`config.mk`:
```
export PLATFORM = sky130hd
export DESIGN_NAME = sc_statemachine_fallcontrol_flat
export DESIGN_NICKNAME = d
export VERILOG_FILES = /design/src/rtl/sc_statemachine_fallcontrol_if.sv /design/src/rtl/sc_statemachine_fallcontrol.sv /design/src/flat_wrapper.sv
export SDC_FILE = /design/constraint.sdc
export NUM_CORES = 1
export LEC_CHECK = 0
export ABC_CLOCK_PERIOD_IN_PS = 2029
export CORE_UTILIZATION = 45
export DETAILED_ROUTE_END_ITERATION = 7
export PLACE_DENSITY = 0.77
export RECOVER_POWER = 50
export SLEW_MARGIN = 20
export SYNTH_ARGS = -nofsm -noshare
export SYNTH_HDL_FRONTEND = slang
export SYNTH_SLANG_ARGS = --single-unit
```
`constraint.sdc`:
```
create_clock -name SC_STATEMACHINE_FALLCONTROL_CLOCK_50 -period 2.03 [get_ports SC_STATEMACHINE_FALLCONTROL_CLOCK_50]
set_input_delay 0.406 -clock SC_STATEMACHINE_FALLCONTROL_CLOCK_50 [delete_from_list [all_inputs] [get_ports SC_STATEMACHINE_FALLCONTROL_CLOCK_50]]
set_output_delay 0.406 -clock SC_STATEMACHINE_FALLCONTROL_CLOCK_50 [all_outputs]
set_load 0.01 [all_outputs]
```
`src/rtl/sc_statemachine_fallcontrol_if.sv`:
```
// Control bundle between the falling-piece sequencer and the LED-matrix datapath:
// tick/move requests and comparator flags in, shift/load/commit pulses and status out.
interface sc_statemachine_fallcontrol_if #(
    parameter int unsigned FALLCONTROL_DATAWIDTH = 8
) ();
    logic                             SC_STATEMACHINE_FALLCONTROL_tick_In;
    logic                             SC_STATEMACHINE_FALLCONTROL_left_In;
    logic                             SC_STATEMACHINE_FALLCONTROL_right_In;
    logic                             SC_STATEMACHINE_FALLCONTROL_leftwall_In;
    logic                             SC_STATEMACHINE_FALLCONTROL_rightwall_In;
    logic                             SC_STATEMACHINE_FALLCONTROL_bottomside_In;
    logic                             SC_STATEMACHINE_FALLCONTROL_topside_In;
    logic                             SC_STATEMACHINE_FALLCONTROL_loadpiece_Out;
    logic                             SC_STATEMACHINE_FALLCONTROL_shiftdown_Out;
    logic                             SC_STATEMACHINE_FALLCONTROL_shiftleft_Out;
    logic                             SC_STATEMACHINE_FALLCONTROL_shiftright_Out;
    logic                             SC_STATEMACHINE_FALLCONTROL_commit_Out;
    logic                             SC_STATEMACHINE_FALLCONTROL_gameover_Out;
    logic [FALLCONTROL_DATAWIDTH-1:0] SC_STATEMACHINE_FALLCONTROL_landed_OutBUS;

    modport master (
        output SC_STATEMACHINE_FALLCONTROL_tick_In,
        output SC_STATEMACHINE_FALLCONTROL_left_In,
        output SC_STATEMACHINE_FALLCONTROL_right_In,
        output SC_STATEMACHINE_FALLCONTROL_leftwall_In,
        output SC_STATEMACHINE_FALLCONTROL_rightwall_In,
        output SC_STATEMACHINE_FALLCONTROL_bottomside_In,
        output SC_STATEMACHINE_FALLCONTROL_topside_In,
        input  SC_STATEMACHINE_FALLCONTROL_loadpiece_Out,
        input  SC_STATEMACHINE_FALLCONTROL_shiftdown_Out,
        input  SC_STATEMACHINE_FALLCONTROL_shiftleft_Out,
        input  SC_STATEMACHINE_FALLCONTROL_shiftright_Out,
        input  SC_STATEMACHINE_FALLCONTROL_commit_Out,
        input  SC_STATEMACHINE_FALLCONTROL_gameover_Out,
        input  SC_STATEMACHINE_FALLCONTROL_landed_OutBUS
    );

    modport slave (
        input  SC_STATEMACHINE_FALLCONTROL_tick_In,
        input  SC_STATEMACHINE_FALLCONTROL_left_In,
        input  SC_STATEMACHINE_FALLCONTROL_right_In,
        input  SC_STATEMACHINE_FALLCONTROL_leftwall_In,
        input  SC_STATEMACHINE_FALLCONTROL_rightwall_In,
        input  SC_STATEMACHINE_FALLCONTROL_bottomside_In,
        input  SC_STATEMACHINE_FALLCONTROL_topside_In,
        output SC_STATEMACHINE_FALLCONTROL_loadpiece_Out,
        output SC_STATEMACHINE_FALLCONTROL_shiftdown_Out,
        output SC_STATEMACHINE_FALLCONTROL_shiftleft_Out,
        output SC_STATEMACHINE_FALLCONTROL_shiftright_Out,
        output SC_STATEMACHINE_FALLCONTROL_commit_Out,
        output SC_STATEMACHINE_FALLCONTROL_gameover_Out,
        output SC_STATEMACHINE_FALLCONTROL_landed_OutBUS
    );
endinterface

```
`src/rtl/sc_statemachine_fallcontrol.sv`:
```
// Falling-piece sequencer: turns gravity ticks and move requests into one-cycle
// load/shift/commit pulses, with a lock delay, landed-piece counter and sticky game-over.
module sc_statemachine_fallcontrol #(
    parameter int unsigned FALLCONTROL_DATAWIDTH = 8,
    parameter int unsigned FALLCONTROL_LOCKTICKS = 2
) (
    input logic                          SC_STATEMACHINE_FALLCONTROL_CLOCK_50,
    input logic                          SC_STATEMACHINE_FALLCONTROL_RESET_InLow,
    sc_statemachine_fallcontrol_if.slave bus_io
);
    localparam int unsigned LockW =
        (FALLCONTROL_LOCKTICKS > 1) ? $clog2(FALLCONTROL_LOCKTICKS) : 1;
    localparam logic [LockW-1:0] LockLast = LockW'(FALLCONTROL_LOCKTICKS - 1);

    typedef enum logic [3:0] {
        StStart,
        StLoad,
        StCheckTop,
        StWait,
        StLeft,
        StRight,
        StDown,
        StCommit,
        StGameOver
    } state_e;

    state_e                           state_q, state_d;
    logic                             tickpend_q, tickpend_d;
    logic [LockW-1:0]                 lockcnt_q, lockcnt_d;
    logic [FALLCONTROL_DATAWIDTH-1:0] landed_q, landed_d;

    logic tick_in, tick_req, move_left, move_right, bottom_in, top_in;

    assign tick_in    = bus_io.SC_STATEMACHINE_FALLCONTROL_tick_In;
    assign bottom_in  = bus_io.SC_STATEMACHINE_FALLCONTROL_bottomside_In;
    assign top_in     = bus_io.SC_STATEMACHINE_FALLCONTROL_topside_In;
    assign tick_req   = tick_in | tickpend_q;
    assign move_left  = bus_io.SC_STATEMACHINE_FALLCONTROL_left_In &
                        ~bus_io.SC_STATEMACHINE_FALLCONTROL_leftwall_In;
    assign move_right = bus_io.SC_STATEMACHINE_FALLCONTROL_right_In &
                        ~bus_io.SC_STATEMACHINE_FALLCONTROL_rightwall_In;

    always_comb begin
        state_d    = state_q;
        // Ticks arriving while busy are remembered and served on the next WAIT cycle.
        tickpend_d = tickpend_q | tick_in;
        lockcnt_d  = lockcnt_q;
        landed_d   = landed_q;
        case (state_q)
            StStart:    state_d = StLoad;
            StLoad:     state_d = StCheckTop;
            StCheckTop: state_d = top_in ? StGameOver : StWait;
            StWait: begin
                if (move_left) begin
                    state_d    = StLeft;
                    tickpend_d = tick_req;
                end else if (move_right) begin
                    state_d    = StRight;
                    tickpend_d = tick_req;
                end else begin
                    tickpend_d = 1'b0;
                    if (tick_req && !bottom_in) begin
                        state_d   = StDown;
                        lockcnt_d = '0;
                    end else if (tick_req && lockcnt_q == LockLast) begin
                        state_d = StCommit;
                    end else if (tick_req) begin
                        lockcnt_d = lockcnt_q + 1'b1;
                    end
                end
            end
            StLeft, StRight, StDown: state_d = StWait;
            StCommit: begin
                state_d   = StLoad;
                lockcnt_d = '0;
                if (landed_q != '1) begin
                    landed_d = landed_q + 1'b1;
                end
            end
            StGameOver: tickpend_d = tickpend_q;
            default:    state_d = StStart;
        endcase
    end

    always_ff @(posedge SC_STATEMACHINE_FALLCONTROL_CLOCK_50 or
                negedge SC_STATEMACHINE_FALLCONTROL_RESET_InLow) begin
        if (!SC_STATEMACHINE_FALLCONTROL_RESET_InLow) begin
            state_q    <= StStart;
            tickpend_q <= 1'b0;
            lockcnt_q  <= '0;
            landed_q   <= '0;
        end else begin
            state_q    <= state_d;
            tickpend_q <= tickpend_d;
            lockcnt_q  <= lockcnt_d;
            landed_q   <= landed_d;
        end
    end

    assign bus_io.SC_STATEMACHINE_FALLCONTROL_loadpiece_Out  = (state_q == StLoad);
    assign bus_io.SC_STATEMACHINE_FALLCONTROL_shiftdown_Out  = (state_q == StDown);
    assign bus_io.SC_STATEMACHINE_FALLCONTROL_shiftleft_Out  = (state_q == StLeft);
    assign bus_io.SC_STATEMACHINE_FALLCONTROL_shiftright_Out = (state_q == StRight);
    assign bus_io.SC_STATEMACHINE_FALLCONTROL_commit_Out     = (state_q == StCommit);
    assign bus_io.SC_STATEMACHINE_FALLCONTROL_gameover_Out   = (state_q == StGameOver);
    assign bus_io.SC_STATEMACHINE_FALLCONTROL_landed_OutBUS  = landed_q;
endmodule
```
`src/flat_wrapper.sv`:
```
// flat-port wrapper written by rule: the top's interface ports become plain ports
module sc_statemachine_fallcontrol_flat 
#(
    parameter int unsigned FALLCONTROL_DATAWIDTH = 8,
    parameter int unsigned FALLCONTROL_LOCKTICKS = 2
)
  (SC_STATEMACHINE_FALLCONTROL_CLOCK_50, SC_STATEMACHINE_FALLCONTROL_RESET_InLow, bus_io_SC_STATEMACHINE_FALLCONTROL_tick_In, bus_io_SC_STATEMACHINE_FALLCONTROL_left_In, bus_io_SC_STATEMACHINE_FALLCONTROL_right_In, bus_io_SC_STATEMACHINE_FALLCONTROL_leftwall_In, bus_io_SC_STATEMACHINE_FALLCONTROL_rightwall_In, bus_io_SC_STATEMACHINE_FALLCONTROL_bottomside_In, bus_io_SC_STATEMACHINE_FALLCONTROL_topside_In, bus_io_SC_STATEMACHINE_FALLCONTROL_loadpiece_Out, bus_io_SC_STATEMACHINE_FALLCONTROL_shiftdown_Out, bus_io_SC_STATEMACHINE_FALLCONTROL_shiftleft_Out, bus_io_SC_STATEMACHINE_FALLCONTROL_shiftright_Out, bus_io_SC_STATEMACHINE_FALLCONTROL_commit_Out, bus_io_SC_STATEMACHINE_FALLCONTROL_gameover_Out, bus_io_SC_STATEMACHINE_FALLCONTROL_landed_OutBUS);
  sc_statemachine_fallcontrol_if #(.FALLCONTROL_DATAWIDTH(FALLCONTROL_DATAWIDTH)) bus_io_i ();
  input logic SC_STATEMACHINE_FALLCONTROL_CLOCK_50;
  input logic SC_STATEMACHINE_FALLCONTROL_RESET_InLow;
  input wire logic [$bits(bus_io_i.SC_STATEMACHINE_FALLCONTROL_tick_In)-1:0] bus_io_SC_STATEMACHINE_FALLCONTROL_tick_In;
  input wire logic [$bits(bus_io_i.SC_STATEMACHINE_FALLCONTROL_left_In)-1:0] bus_io_SC_STATEMACHINE_FALLCONTROL_left_In;
  input wire logic [$bits(bus_io_i.SC_STATEMACHINE_FALLCONTROL_right_In)-1:0] bus_io_SC_STATEMACHINE_FALLCONTROL_right_In;
  input wire logic [$bits(bus_io_i.SC_STATEMACHINE_FALLCONTROL_leftwall_In)-1:0] bus_io_SC_STATEMACHINE_FALLCONTROL_leftwall_In;
  input wire logic [$bits(bus_io_i.SC_STATEMACHINE_FALLCONTROL_rightwall_In)-1:0] bus_io_SC_STATEMACHINE_FALLCONTROL_rightwall_In;
  input wire logic [$bits(bus_io_i.SC_STATEMACHINE_FALLCONTROL_bottomside_In)-1:0] bus_io_SC_STATEMACHINE_FALLCONTROL_bottomside_In;
  input wire logic [$bits(bus_io_i.SC_STATEMACHINE_FALLCONTROL_topside_In)-1:0] bus_io_SC_STATEMACHINE_FALLCONTROL_topside_In;
  output wire logic [$bits(bus_io_i.SC_STATEMACHINE_FALLCONTROL_loadpiece_Out)-1:0] bus_io_SC_STATEMACHINE_FALLCONTROL_loadpiece_Out;
  output wire logic [$bits(bus_io_i.SC_STATEMACHINE_FALLCONTROL_shiftdown_Out)-1:0] bus_io_SC_STATEMACHINE_FALLCONTROL_shiftdown_Out;
  output wire logic [$bits(bus_io_i.SC_STATEMACHINE_FALLCONTROL_shiftleft_Out)-1:0] bus_io_SC_STATEMACHINE_FALLCONTROL_shiftleft_Out;
  output wire logic [$bits(bus_io_i.SC_STATEMACHINE_FALLCONTROL_shiftright_Out)-1:0] bus_io_SC_STATEMACHINE_FALLCONTROL_shiftright_Out;
  output wire logic [$bits(bus_io_i.SC_STATEMACHINE_FALLCONTROL_commit_Out)-1:0] bus_io_SC_STATEMACHINE_FALLCONTROL_commit_Out;
  output wire logic [$bits(bus_io_i.SC_STATEMACHINE_FALLCONTROL_gameover_Out)-1:0] bus_io_SC_STATEMACHINE_FALLCONTROL_gameover_Out;
  output wire logic [$bits(bus_io_i.SC_STATEMACHINE_FALLCONTROL_landed_OutBUS)-1:0] bus_io_SC_STATEMACHINE_FALLCONTROL_landed_OutBUS;
  assign bus_io_i.SC_STATEMACHINE_FALLCONTROL_tick_In = bus_io_SC_STATEMACHINE_FALLCONTROL_tick_In;
  assign bus_io_i.SC_STATEMACHINE_FALLCONTROL_left_In = bus_io_SC_STATEMACHINE_FALLCONTROL_left_In;
  assign bus_io_i.SC_STATEMACHINE_FALLCONTROL_right_In = bus_io_SC_STATEMACHINE_FALLCONTROL_right_In;
  assign bus_io_i.SC_STATEMACHINE_FALLCONTROL_leftwall_In = bus_io_SC_STATEMACHINE_FALLCONTROL_leftwall_In;
  assign bus_io_i.SC_STATEMACHINE_FALLCONTROL_rightwall_In = bus_io_SC_STATEMACHINE_FALLCONTROL_rightwall_In;
  assign bus_io_i.SC_STATEMACHINE_FALLCONTROL_bottomside_In = bus_io_SC_STATEMACHINE_FALLCONTROL_bottomside_In;
  assign bus_io_i.SC_STATEMACHINE_FALLCONTROL_topside_In = bus_io_SC_STATEMACHINE_FALLCONTROL_topside_In;
  assign bus_io_SC_STATEMACHINE_FALLCONTROL_loadpiece_Out = bus_io_i.SC_STATEMACHINE_FALLCONTROL_loadpiece_Out;
  assign bus_io_SC_STATEMACHINE_FALLCONTROL_shiftdown_Out = bus_io_i.SC_STATEMACHINE_FALLCONTROL_shiftdown_Out;
  assign bus_io_SC_STATEMACHINE_FALLCONTROL_shiftleft_Out = bus_io_i.SC_STATEMACHINE_FALLCONTROL_shiftleft_Out;
  assign bus_io_SC_STATEMACHINE_FALLCONTROL_shiftright_Out = bus_io_i.SC_STATEMACHINE_FALLCONTROL_shiftright_Out;
  assign bus_io_SC_STATEMACHINE_FALLCONTROL_commit_Out = bus_io_i.SC_STATEMACHINE_FALLCONTROL_commit_Out;
  assign bus_io_SC_STATEMACHINE_FALLCONTROL_gameover_Out = bus_io_i.SC_STATEMACHINE_FALLCONTROL_gameover_Out;
  assign bus_io_SC_STATEMACHINE_FALLCONTROL_landed_OutBUS = bus_io_i.SC_STATEMACHINE_FALLCONTROL_landed_OutBUS;
  sc_statemachine_fallcontrol #(.FALLCONTROL_DATAWIDTH(FALLCONTROL_DATAWIDTH), .FALLCONTROL_LOCKTICKS(FALLCONTROL_LOCKTICKS)) u_core (.SC_STATEMACHINE_FALLCONTROL_CLOCK_50(SC_STATEMACHINE_FALLCONTROL_CLOCK_50), .SC_STATEMACHINE_FALLCONTROL_RESET_InLow(SC_STATEMACHINE_FALLCONTROL_RESET_InLow), .bus_io(bus_io_i));
endmodule
```
==> results by group, run 1 <==
Outcome
  • Outcome: completed

Critical path
  • Worst EP arrival: approximately 1.5 ns
  • Crit-path max FO: 2
  • Crit path required time: 1.62 ns
  • FF-to-FF setup slack: roughly 0.19 ns
  • Worst reg-to-reg path cell count: 4
  • CP endpoint kind: output port
  • Startpoint Class: flip-flop
  • Critical path class: reg2out

CTS
  • H-tree levels: 1
  • Num CTS Buffers: 3
  • Clock-pin slew on the worst setup and hold paths: around 0.080 ns
  • Clock root buffer: clkbuf_4
  • CTS tree: built
  • CTS sink count: 14
  • Bufs on Longest Clock Path: 2
  • Clock insertion delay at the later pin of the skew report: between 0.2 and 0.3 ns
  • CTS Hold Bufs: 0

Power and ir drop
  • Leak: about 0.00053 µW
  • Worst vdd ir: 0.0008285 V
  • Total power: 1178 µW
  • Cell Pwr Density: 1131 nW/µm²

Logic synthesis
  • Post-synthesis compound-gate area fraction: 0.1205
  • Ys Warns: 0
  • Yosys reg bits: 14
  • Synth Area in Adders: 0.01650
  • Post-synthesis xor/xnor area fraction: 0.08086
  • Post-synth EDFFs: 0
  • Synth Net Count: 87
  • Simple-Gate Fraction of Synth Area: 0.2640
  • Post-synth top cells: dfrtp_1 (14), a21oi_1 (7), nor2_1 (7), nor3_1 (7), xor2_1 (6)
  • Syn Inst Count: between 70 and 80
  • Most frequent cell after synthesis: dfrtp_1
  • Post-synthesis sequential area ratio: 0.4620
  • Primary FF master, synth: dfrtp_1
  • Combinational family with the most area after synthesis: simple AND/OR/NAND/NOR gates
  • Yosys cell types: 28
  • Area fraction of the dominant cell type after synthesis: 0.4620
  • Average size of a mapped cell: about 9.8 µm²
  • Top post-synthesis cells by area: dfrtp_1 (46%), xor2_1 (6.9%), a21oi_1 (4.6%), nor3_1 (4.6%), nor2_1 (3.5%)
  • Mux share of post-synthesis cell area: 0.01485
  • Mapped Area: approximately 760 µm²
  • Synth area leader: dfrtp_1
  • Post-synthesis async set-or-reset flop share: 1.000

Routing
  • Initial drt markers: 12
  • WL final: ~1500 µm
  • Via count: 651
  • DRT antenna net count: 0
  • DRC Markers: 0
  • DR WL/cell: 12.67 µm
  • Drt pass-1 iters: 4
  • Vias per inst: roughly 5.4

Floorplanning
  • Die Area: between 1500 and 2000 µm²
  • Core Region: 1541 µm²
  • Initial Util: 0.4919
  • Site row count: 14
  • Die height: about 43 µm
  • Die W: around 43 µm
  • Ports: 23

Final layout
  • Final core occ: 0.6753
  • Area delta synth->final: 37.29%
  • Fin area: 1041 µm²
  • Antenna cells: 0
  • Layout cells sized above 1: 0.1238
  • Fin nets: 116

Timing
  • Final setup vio count: 0
  • Max frequency: around 0.53 GHz
  • Max-slew headroom: 0.5209
  • Worst Clk Skew: a little under 0.006 ns
  • Final hold vios: 0
  • Unrepaired setup endpoints after global routing: false
  • Worst-Margin Slew: between 0.7 and 0.8 ns
  • Fin. max-slew vios: 0
  • Fin crit period: 1.872 ns
  • Period utilization: 0.9223
  • WHS: ~0.51 ns
  • Setup TNS Final: 0 ns

Global route
  • Global-route wire length before repair: about 2600 µm
  • Initial antenna violation count: 0
  • Total grt overflow: 0
  • Largest net degree at the start of global routing: 15
  • Number of global-route vias before repair: slightly above 600
  • GRT Overall Usage: 0.1884

Placed design
  • Placed Area: 993.5 µm²
  • RD Place Congestion: 0.8226
  • Detailed placement HPWL: 1113 µm
  • I/O Buffers: 22

Hold path
  • Worst hold stages: 1
  • Min-delay worst type: reg2reg

Flow run
  • Max-cap check violation count: 0
==> worst max-delay path by stage <==
stage	start	endpoint	slack [ns]	cells past startpoint
floorplan	flip-flop	flip-flop	0.52	4
global placement	u_core.state_q[2]	bus_io_SC_STATEMACHINE_FALLCONTROL_gameover_Out	0.19	3
detailed placement	u_core.state_q[3]	bus_io_SC_STATEMACHINE_FALLCONTROL_gameover_Out	0.15	4
CTS	u_core.state_q[3]	bus_io_SC_STATEMACHINE_FALLCONTROL_shiftleft_Out	0.02	3
global route	u_core.state_q[3]	bus_io_SC_STATEMACHINE_FALLCONTROL_shiftdown_Out	0.08	3
finish	u_core.state_q[1]	bus_io_SC_STATEMACHINE_FALLCONTROL_gameover_Out	0.16	4
==> cell usage in the layout, fill, tap and decap left out, types with 4 or more instances in the layout <==
master and n:
nor2_1 7, a21oi_1 7, inv_1 5, nand2b_1 4, dfrtp_1 11, nand2_1 5, clkdlybuf4s50_1 13, xor2_1 6
nor3_1 7, dlygate4sd2_1 4
==> registers in the layout, summed over array words and instances (netlist names) <==
register                                                 flops
u_core.tickpend_q                                            1
u_core.state_q                                               4
u_core.bus_io.SC_STATEMACHINE_FALLCONTROL_landed_OutBUS      8
u_core.lockcnt_q                                             1
==> cells by family (layout without fill, tap and decap cells) <==
kind of cell / after synthesis / after routing
adder cells (fa/ha/maj): 1 / 1
XOR/XNOR: 7 / 7
AO/OA/AOI/OAI: 13 / 13
multiplexers: 1 / 1
flip-flops: 14 / 14
buffers and inverters: 7 / 35
AND/OR/NAND/NOR: 34 / 34
==> where the power goes <==
part / total (µW) / leakage, µW / switching (µW) / internal [µW]
Combinational: 502 / 0.000328 / 230 / 272
Clock: 195 / 0.0000210 / 86.4 / 109
Sequential: 480 / 0.000176 / 107 / 373
Total: 1180 / 0.000525 / 423 / 755
==> layer usage <==
layer	vias to the layer above	track usage	part of all wire
met5	-	0	0
met4	0	0.03636	0
met2	24	0.2788	0.45
li1	328	-	-
met1	299	0.2694	0.48
met3	0	0.06809	0.074
==> critical path, stage by stage, from the launching register on <==
cell	delay, ns
dfrtp_1	0.38
nand2b_1	0.15
or3_1	0.34
inv_1	0.06
dlygate4sd2_1	0.25
==> final cells by class <==
type	instances	area, µm²
fill	131	500.5
sequential	14	354.1
timing repair buffer	26	246.5
tap	16	20.02
multi-input combinational	56	365.4
inverter	5	18.77
clock buffer	4	36.28
==> metrics by stage <==
stage	worst slack, ns	cells
6_report	0.1577	121
5_1_grt	0.08024	121
4_1_cts	0.01692	121
3_5_place_dp	0.1467	114
3_3_place_gp	0.1883	114
2_1_floorplan	0.5176	77
==> what timing repair did <==
| item | 4_1_cts | 5_1_grt |
|---|---|---|
| setup buffers | 3 | 0 |
| resized for setup | 7 | 2 |
| setup endpoints to repair | 5 | 2 |
Power figures use the tool's default switching activity.
==> inputs of run 2 (changes only) <==
--- a/config.mk
+++ b/config.mk
@@ -7,7 +7,9 @@
 export LEC_CHECK = 0
 export ABC_CLOCK_PERIOD_IN_PS = 2029
 export CORE_UTILIZATION = 45
+export CTS_CLUSTER_SIZE = 28
 export DETAILED_ROUTE_END_ITERATION = 7
+export MAX_ROUTING_LAYER = met4
 export PLACE_DENSITY = 0.77
 export RECOVER_POWER = 50
 export SLEW_MARGIN = 20
==> run 2 against run 1 <==
Effect of this change:
- first-iteration DRC count fell by 8.3%
- final cell count did not move
- critical endpoint unchanged
- highest routed layer unchanged
- routed wire length rose by 0.33%
- cell area did not move
- sequential power barely moved
- global-route usage rose by 0.61 points
- die area did not move
- power fell by 0.15%
- setup slack improved by 0.0011 ns
- combinational power barely moved
==> results by group, run 2 (synthesis results as in run 1) <==
Timing
  • Period utilization: 0.9218
  • Fin crit period: between 1.5 and 2 ns
  • Final setup vio count: 0
  • Unrepaired setup endpoints after global routing: false
  • Max frequency: roughly 0.53 GHz
  • Setup TNS Final: 0 ns
  • Max-slew headroom: 0.5248
  • Worst-Margin Slew: just over 0.7 ns
  • Final hold vios: 0
  • Worst Clk Skew: between 0.005 and 0.006 ns
  • Fin. max-slew vios: 0

CTS
  • Num CTS Buffers: 3
  • Clock-pin slew on the worst setup and hold paths: 0.08 ns
  • Clock insertion delay at the later pin of the skew report: ~0.28 ns
  • Clock root buffer: clkbuf_4
  • CTS sink count: 14
  • Bufs on Longest Clock Path: 2
  • CTS tree: built
  • CTS Hold Bufs: 0
  • H-tree levels: 1

Hold path
  • Min-delay worst type: reg2reg
  • Worst hold stages: 1

Routing
  • DR WL/cell: ~13 µm
  • DRT antenna net count: 0
  • DRC Markers: 0
  • WL final: about 1500 µm
  • Vias per inst: approximately 5.5
  • Initial drt markers: 11
  • Drt pass-1 iters: 4
  • Via count: 663

Floorplanning
  • Die W: 43.05 µm
  • Die Area: around 1900 µm²
  • Site row count: 14
  • Die height: about 43 µm
  • Core Region: roughly 1500 µm²
  • Initial Util: 0.4919
  • Ports: 23

Global route
  • Largest net degree at the start of global routing: 15
  • Global-route wire length before repair: between 2000 and 3000 µm
  • Total grt overflow: 0
  • Number of global-route vias before repair: between 600 and 700
  • Initial antenna violation count: 0
  • GRT Overall Usage: 0.1945

Placed design
  • Placed Cells: approximately 110
  • Detailed placement HPWL: roughly 1100 µm
  • RD Place Congestion: about 0.84
  • I/O Buffers: 22

Critical path
  • Crit-path max FO: 2
  • Startpoint Class: flip-flop
  • Worst reg-to-reg path cell count: 4
  • CP endpoint kind: output port
  • Crit-path cells: nand2b_1 -> or3_1 -> inv_1 -> dlygate4sd2_1
  • Critical Path Slowest Stage Cell: dfrtp_1
  • Worst path max stage delay: 0.38 ns
  • Critical path class: reg2out
  • Crit path required time: 1.62 ns
  • Worst EP arrival: between 1 and 1.5 ns

Final layout
  • Commonest non-fill, non-tap cell in the layout: clkdlybuf4s50_1
  • Layout cells sized above 1: 0.1238
  • Max reg flops: 8
  • Antenna cells: 0
  • Area delta synth->final: 37.29%
  • Fin nets: approximately 120
  • Post-Layout Cell Count: roughly 120
  • Leading cell types in the layout, fill and taps excluded: clkdlybuf4s50_1 (13), dfrtp_1 (11), nor2_1 (7), nor3_1 (7), a21oi_1 (7)

Power and ir drop
  • Worst vdd ir: slightly above 0.0008 V
  • Cell Pwr Density: between 1000 and 1500 nW/µm²
  • Leak: 0.0005252 µW
  • Total power: 1176 µW

Flow run
  • Max-cap check violation count: 0

Outcome
  • Outcome: completed
## run 2: cell counts in the layout (fill, tap and decap cells not counted)
No cell type changed its count.
## run 2: report_power, final
part	switching, µW	internal, µW
clock	85.8	109
combinational	229	272
sequential	106	373
## run 2: area by class of cell
| type | count | area, µm² |
|---|---|---|
| sequential | 14 | 354.1 |
| timing repair buffer | 26 | 246.5 |
| clock buffer | 4 | 36.28 |
| multi-input combinational | 56 | 365.4 |
| inverter | 5 | 18.77 |
| tap | 16 | 20.02 |
| fill | 131 | 500.5 |
## run 2: per-layer routing
layer | vias up | share of wire | track usage
met2 | 25 | 0.45 | 0.2788
met4 | 0 | 0 | 0.03636
met5 | - | 0 | -
met1 | 311 | 0.48 | 0.2722
li1 | 327 | - | -
met3 | 0 | 0.070 | 0.06809
## run 2: path summary, 6_finish.rpt
| check | startpoint | to | slack (ns) |
|---|---|---|---|
| setup reg to reg | flip-flop | flip-flop | 0.20 |
| min in group asynchronous | SC_STATEMACHINE_FALLCONTROL_RESET_InLow | async pin | 0.57 |
| hold reg to reg | flip-flop | flip-flop | 0.51 |
| hold / removal | flip-flop | flip-flop | 0.51 |
| setup / recovery | u_core.state_q[1] | bus_io_SC_STATEMACHINE_FALLCONTROL_gameover_Out | 0.16 |
| max in group asynchronous | SC_STATEMACHINE_FALLCONTROL_RESET_InLow | u_core.state_q[2] | 1.03 |
## run 2: repair_timing
item | 4_1_cts | 5_1_grt
gates resized for setup | 7 | 2
hold endpoints to repair | 0 | 0
gates cloned | 0 | 0
endpoints found under the setup margin | 5 | 2
buffers inserted | 3 | 0
## run 2: critical path: cells and delay by family (launching register included)
| kind | cells | cell delay [ns] |
|---|---|---|
| flops | 1 | 0.38 |
| simple gates | 2 | 0.49 |
| buf+inv | 2 | 0.31 |
## run 2: through the flow
| step | hold slack [ns] | instance area, µm² | setup slack, ns | utilization |
|---|---|---|---|---|
| 5_1_grt | 0.5478 | 1041 | 0.08025 | 0.6753 |
| 6_report | 0.5124 | 1041 | 0.1588 | 0.6753 |
| 4_1_cts | 0.5123 | 1051 | 0.01692 | 0.6818 |
| 3_3_place_gp | 0.4900 | 993.5 | 0.1883 | 0.6445 |
| 3_5_place_dp | 0.4935 | 993.5 | 0.1467 | 0.6445 |
| 2_1_floorplan | 0.1104 | 758.2 | 0.5176 | - |
